--- src/rtl/vreg_port_arbiter_pkg.sv ---
// Shared types for the vector register file port arbiter.
// Requester ids, operation class and controller state encodings live here.
package vreg_port_arbiter_pkg;

    localparam int ARB_NUM_REQ = 4;
    localparam int ARB_ID_W    = $clog2(ARB_NUM_REQ);

    typedef enum logic {
        ARB_RD = 1'b0,
        ARB_WR = 1'b1
    } arb_op_e;

    typedef enum logic [1:0] {
        IDLE  = 2'd0,
        ISSUE = 2'd1,
        STALL = 2'd2
    } arb_state_e;

    typedef logic [ARB_ID_W-1:0] req_id_t;

    // Round-robin successor of a requester id, wrapping at the last requester.
    function automatic req_id_t next_id(input req_id_t id);
        if (id == req_id_t'(ARB_NUM_REQ - 1)) begin
            return '0;
        end
        return id + 1'b1;
    endfunction

endpackage

--- src/rtl/vreg_port_arbiter_rr_pick.sv ---
// Combinational round-robin picker: first set bit of mask at or after ptr,
// wrapping from N-1 back to 0.
module vreg_port_arbiter_rr_pick
    import vreg_port_arbiter_pkg::*;
#(
    parameter int N    = ARB_NUM_REQ,
    parameter int ID_W = ARB_ID_W
) (
    input  logic [N-1:0]    mask,
    input  logic [ID_W-1:0] ptr,
    output logic            found,
    output logic [ID_W-1:0] idx
);

    logic [2*N-1:0]  doubled;
    logic [N-1:0]    rotated;
    logic [ID_W-1:0] offset;
    logic [ID_W:0]   sum;

    // Rotate so ptr lands on bit 0; the lowest set bit is then the winner's distance from ptr.
    always_comb begin
        doubled = {mask, mask} >> ptr;
        rotated = doubled[N-1:0];
        found   = 1'b0;
        offset  = '0;
        for (int k = N - 1; k >= 0; k--) begin
            if (rotated[k]) begin
                found  = 1'b1;
                offset = ID_W'(k);
            end
        end
        sum = {1'b0, ptr} + {1'b0, offset};
        if (sum >= (ID_W + 1)'(N)) begin
            sum = sum - (ID_W + 1)'(N);
        end
        idx = sum[ID_W-1:0];
    end

endmodule

--- src/rtl/vreg_port_arbiter.sv ---
// Shares one vector register file port among NUM_REQ requesters with round-robin grant
// and in-order read response routing. Define VREG_ARB_WR_PRIO_EN for write priority.
module vreg_port_arbiter
    import vreg_port_arbiter_pkg::*;
#(
    parameter int NUM_REQ    = ARB_NUM_REQ,
    parameter int DATA_W     = 64,
    parameter int IDX_W      = 5,
    parameter int MAX_OUT    = 4,
    parameter int STARVE_LIM = 8
) (
    input  logic                      clk,
    input  logic                      reset,
    input  logic [NUM_REQ-1:0]        req_vld,
    input  logic [NUM_REQ-1:0]        req_we,
    input  logic [NUM_REQ*IDX_W-1:0]  req_idx,
    input  logic [NUM_REQ*DATA_W-1:0] req_wdata,
    output logic [NUM_REQ-1:0]        req_grant,
    output logic [NUM_REQ-1:0]        rsp_vld,
    output logic [DATA_W-1:0]         rsp_data,
    output logic                      rf_vld,
    output logic                      rf_we,
    output logic [IDX_W-1:0]          rf_idx,
    output logic [DATA_W-1:0]         rf_wdata,
    input  logic                      rf_ready,
    input  logic                      rf_rsp_vld,
    input  logic [DATA_W-1:0]         rf_rsp_data,
    output logic                      err_orphan
);

    localparam int PTR_W = $clog2(MAX_OUT);
    localparam int CNT_W = PTR_W + 1;

    if (NUM_REQ != ARB_NUM_REQ || (1 << PTR_W) != MAX_OUT || STARVE_LIM < 1) begin : g_param_check
        $error("vreg_port_arbiter: unsupported parameterisation");
    end

    req_id_t             rr_ptr;
    req_id_t             tag_mem [MAX_OUT];
    logic [PTR_W-1:0]    wr_ptr;
    logic [PTR_W-1:0]    rd_ptr;
    logic [CNT_W-1:0]    count;
    arb_state_e          state;

    logic                rd_blocked;
    logic [NUM_REQ-1:0]  elig;
    logic                any_elig;
    req_id_t             winner;
    logic                grant_fire;
    arb_op_e             win_op;
    logic                push;
    logic                pop;

    // A response popping this cycle frees a slot, so a full FIFO only blocks reads without one.
    assign rd_blocked = (count == CNT_W'(MAX_OUT)) && !rf_rsp_vld;
    assign elig       = reset ? '0 : (req_vld & (req_we | {NUM_REQ{!rd_blocked}}));

`ifdef VREG_ARB_WR_PRIO_EN
    localparam int STARVE_W = $clog2(STARVE_LIM + 1);

    logic [STARVE_W-1:0] starve_cnt;
    logic [NUM_REQ-1:0]  rd_mask;
    logic [NUM_REQ-1:0]  wr_mask;
    logic                rd_found;
    logic                wr_found;
    req_id_t             rd_pick;
    req_id_t             wr_pick;
    logic                read_force;

    assign rd_mask = elig & ~req_we;
    assign wr_mask = elig & req_we;

    vreg_port_arbiter_rr_pick #(.N(NUM_REQ), .ID_W(ARB_ID_W)) u_rd_pick (
        .mask  (rd_mask),
        .ptr   (rr_ptr),
        .found (rd_found),
        .idx   (rd_pick)
    );

    vreg_port_arbiter_rr_pick #(.N(NUM_REQ), .ID_W(ARB_ID_W)) u_wr_pick (
        .mask  (wr_mask),
        .ptr   (rr_ptr),
        .found (wr_found),
        .idx   (wr_pick)
    );

    assign read_force = (starve_cnt == STARVE_W'(STARVE_LIM)) && rd_found;
    assign winner     = (wr_found && !read_force) ? wr_pick : rd_pick;
    assign any_elig   = rd_found | wr_found;

    // Counts write grants taken while a read was waiting; any read grant resets it.
    always_ff @(posedge clk) begin
        if (reset) begin
            starve_cnt <= '0;
        end else if (grant_fire) begin
            if (win_op == ARB_RD) begin
                starve_cnt <= '0;
            end else if (rd_found && starve_cnt != STARVE_W'(STARVE_LIM)) begin
                starve_cnt <= starve_cnt + 1'b1;
            end
        end
    end
`else
    vreg_port_arbiter_rr_pick #(.N(NUM_REQ), .ID_W(ARB_ID_W)) u_pick (
        .mask  (elig),
        .ptr   (rr_ptr),
        .found (any_elig),
        .idx   (winner)
    );
`endif

    always_comb begin
        rf_we    = 1'b0;
        rf_idx   = '0;
        rf_wdata = '0;
        for (int i = 0; i < NUM_REQ; i++) begin
            if (winner == req_id_t'(i)) begin
                rf_we    = req_we[i];
                rf_idx   = req_idx[i*IDX_W +: IDX_W];
                rf_wdata = req_wdata[i*DATA_W +: DATA_W];
            end
        end
    end

    assign rf_vld     = any_elig;
    assign grant_fire = any_elig & rf_ready;
    assign win_op     = rf_we ? ARB_WR : ARB_RD;
    assign push       = grant_fire && (win_op == ARB_RD);
    assign pop        = rf_rsp_vld && (count != '0);

    always_comb begin
        req_grant = '0;
        if (grant_fire) begin
            req_grant[winner] = 1'b1;
        end
    end

    // Tag FIFO records which requester owns each outstanding read; responses return in order.
    always_ff @(posedge clk) begin
        if (reset) begin
            rr_ptr     <= '0;
            wr_ptr     <= '0;
            rd_ptr     <= '0;
            count      <= '0;
            rsp_vld    <= '0;
            rsp_data   <= '0;
            err_orphan <= 1'b0;
        end else begin
            if (grant_fire) begin
                rr_ptr <= next_id(winner);
            end
            if (push) begin
                tag_mem[wr_ptr] <= winner;
                wr_ptr          <= wr_ptr + 1'b1;
            end
            rsp_vld <= '0;
            if (pop) begin
                rsp_vld[tag_mem[rd_ptr]] <= 1'b1;
                rsp_data                 <= rf_rsp_data;
                rd_ptr                   <= rd_ptr + 1'b1;
            end else if (rf_rsp_vld) begin
                err_orphan <= 1'b1;
            end
            if (push && !pop) begin
                count <= count + 1'b1;
            end else if (pop && !push) begin
                count <= count - 1'b1;
            end
        end
    end

    // Debug-only controller state; the winner is recomputed every cycle so STALL never locks.
    always_ff @(posedge clk) begin
        if (reset) begin
            state <= IDLE;
        end else if (!any_elig) begin
            state <= IDLE;
        end else if (rf_ready) begin
            state <= ISSUE;
        end else begin
            state <= STALL;
        end
    end

    a_issue_after_grant: assert property (@(posedge clk) disable iff (reset)
        (state == ISSUE) |-> $past(grant_fire));

    a_count_bound: assert property (@(posedge clk) disable iff (reset)
        count <= CNT_W'(MAX_OUT));

endmodule

--- config.mk ---
export PLATFORM = sky130hd
export DESIGN_NAME = vreg_port_arbiter
export DESIGN_NICKNAME = d
export VERILOG_FILES = /design/src/rtl/vreg_port_arbiter_pkg.sv /design/src/rtl/vreg_port_arbiter_rr_pick.sv /design/src/rtl/vreg_port_arbiter.sv
export SDC_FILE = /design/constraint.sdc
export NUM_CORES = 1
export LEC_CHECK = 0
export CORE_AREA = 3 3 190 192
export DETAILED_ROUTE_END_ITERATION = 8
export DIE_AREA = 0 0 193 195
export GPL_TIMING_DRIVEN = 0
export SKIP_LAST_GASP = 1
export SLEW_MARGIN = 10
export SYNTH_ARGS = -nofsm -noshare
export SYNTH_HDL_FRONTEND = slang
export SYNTH_SLANG_ARGS = --single-unit
--- constraint.sdc ---
create_clock -name clk -period 4.25 [get_ports clk]
set_input_delay 0.425 -clock clk [delete_from_list [all_inputs] [get_ports clk]]
set_output_delay 0.425 -clock clk [all_outputs]
set_load 0.05 [all_outputs]
==> flow_metrics.tcl <==
set metrics [dict create \
    status "finished, violations left" \
    violations "setup timing" \
    drtIter0Drc 316 \
    hold_viol 0 \
    swShare_pct 51.1 \
    critical_path.cell_chain "or4b_4, o21a_4, nor3_4, a31oi_1, o221a_2, nor4_4, ha_4, xor2_4, ha_2, clkbuf_16, nor2b_4, buf_12, clkbuf_16, a22oi_2, nor2_2, a21oi_2, o21ai_4, buf_6" \
    cp_max_fo 8 \
    tritoncts "done" \
    slew_viol_final 0 \
    vias 8116 \
    cts_buffers 9 \
    cts.htree.levels 3 \
    setup.worst_path.end_class "output port" \
    synth_top_area_share_pct 28.9 \
    worstMarginPinSlew_ps 654 \
    clk_pin_slew_ps 70 \
    slowest_stage "or4b_4" \
    port_buffers 495 \
    fin_crit_sh_pct 106 \
    synth_largest_area_cell "dfxtp_1" \
    synth_edf_count 8 \
    antenna_found_initial 3 \
    die_h_um 195 \
    initial_core_util_pct 16.0 \
    design_area_sq_mm 0.0134 \
    core_area_sq_mm 0.0345 \
    fin_util_pct 38.7 \
    dr.pass1.iters 5 \
    max_stage_delay_ps 620 \
    cp-start-kind "register" \
    rsz0062_at_grt "yes" \
    synthDistinctLibCells 44 \
    yosysSeqAreaShare_pct 33.3 \
    async_flop_share_pct 0 \
    postPlaceCellArea_sq_mm 0.0117 \
    ys_dominant_reg_cell "dfxtp_1" \
    layout-drive-gt1-share_pct 25.5 \
    place_congestion 0.931 \
    arrival_ps 4100 \
    hold_class "register to register" \
    grt_start_max_net_pins 17 \
    p_leak_nw 4.94 \
    fill_cells 3576 \
    peakVddDrop_mv 0.256 \
    critical_path_class "register to output port" \
    synth_warnings 0 \
    die_w_um 193 \
    wl_per_cell_um 19.7 \
    p_sw_mw 3.85 \
    grt-ovfl-total 0 \
    synth_common_cells "nand2_1, a21oi_1, nor2_1" \
    syn_area_sq_mm 0.00554 \
    dpl.hpwl_mm 29.7 \
    powerDensity_mw_per_mm2 564 \
    finalPower_mw 7.54 \
    syn_area_per_cell_sq_um 6.52 \
    combPwrFrac_pct 75.3 \
    drc 0 \
    clock_skew_ps 14.2 \
    clkPwrFrac_pct 10.0 \
    crit_top_cell "clkbuf_16" \
    power_frac_seq_pct 14.7 \
    internal_power_mw 3.69 \
    clkLatencyLatePin_ps 340 \
    synthCells 850 \
    setup_ws_ps -271 \
    routed_via_density 4.39 \
    grt_pass1_vias 8126 \
    boundaryPins 496 \
    cap_violations 0 \
    grt_use_total_pct 17.9 \
    required_ps 3830 \
    cts_buffer_depth 2 \
    relSlewSlack_pct 56.4 \
    syn_nets 1213 \
    cts_root_buf "clkbuf_16" \
    area.growth.synth_to_final_pct 141 \
    postRouteWirelength_mm 36.4 \
    finalSetupViolations 71 \
    row_count 68 \
    yosysMostFrequentCell "nand2_1" \
    fmax_mhz 221 \
    synthTopCellsByArea "dfxtp_1, nand2_1, a21oi_1" \
    synth.ff_latch_count 88 \
    ant_nets 0 \
    cts_sinks 88 \
    grt_pass1_wl_mm 50.8 \
    hold_ws_ps 453 \
    dieArea_sq_mm 0.0376 \
    nets 1749 \
    reg2reg_setup_slack_ps -230 \
    min_period_ps 4520 \
]
[kinds of logic (layout without fill, tap and decap cells)]
| group | Yosys count | after routing | share of synthesized area (%) |
|---|---|---|---|
| AO/OA/AOI/OAI | 301 | 301 | 30.5 |
| XOR/XNOR | 7 | 7 | 1.11 |
| adder cells (fa/ha/maj) | 11 | 11 | 2.62 |
| buffers and inverters | 83 | 624 | 5.83 |
| flip-flops | 88 | 88 | 33.3 |
| multiplexers | 5 | 5 | 1.36 |
| other | 0 | 1 | 0 |
| AND/OR/NAND/NOR | 355 | 355 | 25.3 |
[metrics by stage]
stage	setup slack [ps]	setup TNS, ps	instances
final	-271	-13540	1847
after floorplan	-170	-1490	850
after global routing	-453	-28330	1847
after CTS	-341	-18720	1829
after detailed placement	-2470	-165130	1800
after global placement	-2400	-159050	1800
[area by class of cell]
cell class / count / area (sq um) / share of cell area (%)
Timing Repair Buffer: 528 / 5570 / 41.7
Multi-Input combinational cell: 679 / 4470 / 33.5
Sequential cell: 88 / 1850 / 13.8
Buffer: 74 / 592 / 4.43
Tap cell: 455 / 569 / 4.26
Clock buffer: 9 / 225 / 1.69
Clock inverter: 7 / 53.8 / 0.403
Inverter: 6 / 25.0 / 0.187
Antenna cell: 1 / 2.50 / 0.0187
[cell usage in the layout (no fill, tap or decap), drive strengths merged, types with 3 or more instances in the layout]
master         synthesis  layout
a21oi                165     165
a22oi                 44      44
and2                   5       5
and3                   4       4
buf                   13     120
clkbuf                64      69
clkdlybuf4s50          0     420
clkinvlp               0       3
dfxtp                 80      80
edfxtp                 8       8
ha                    10      10
inv                    6       8
mux2i                  3       3
nand2                225     225
nor2                 107     107
nor2b                  4       4
o21a                   4       4
o21ai                 76      76
xnor2                  3       3
xor2                   4       4
[power groups by stage]
stage | clock (mW) | sequential, mW | combinational, mW
2_1_floorplan | 0 | 1.57 | 2.58
3_3_place_gp | 0 | 1.12 | 4.76
3_5_place_dp | 0 | 1.13 | 4.78
4_1_cts | 0.776 | 1.11 | 5.29
5_1_grt | 0.807 | 1.13 | 5.97
6_report | 0.752 | 1.11 | 5.68
[timing repair]
action | CTS | global route
setup endpoints to repair | 88 | 76
setup buffers | 12 | 14
pin swaps | 21 | 45
hold buffers | 0 | 0
gates resized for setup | 628 | 183
cloned | 3 | 6
[worst paths after layout]
kind,from,to,cells past startpoint
setup / recovery,count[0],rf_wdata[52],18
hold / removal,rsp_data[45],rsp_data[45],2
setup reg to reg,count[0],count[2],20
hold reg to reg,rsp_data[45],rsp_data[45],2
[critical path: cells and delay by family (launching register included)]
family                     cells  cell delay [ps]
AOI/OAI and AO/OA              6              910
adders and majority gates      2              440
DFF                            1              340
buffers and inverters          4              660
and+or+nand+nor                5             1230
xor gates and xnor gates       1              170
[state kept, by name, summed over array words and instances (netlist names), named ones only]
name	cells
wr_ptr	2
err_orphan	1
rd_ptr	2
count	3
rsp_vld	4
rsp_data	64
rr_ptr	2
tag_mem	8
[per-layer routing]
| layer | up-vias | global-route usage [%] | part of all wire [%] |
|---|---|---|---|
| met5 | - | 0 | 0.025 |
| met4 | 2 | 4.61 | 2.3 |
| met3 | 47 | 3.73 | 7.1 |
| met2 | 338 | 33.1 | 51 |
| met1 | 3748 | 20.7 | 39 |
| li1 | 3981 | - | - |
(Power assumes the default switching activity.)
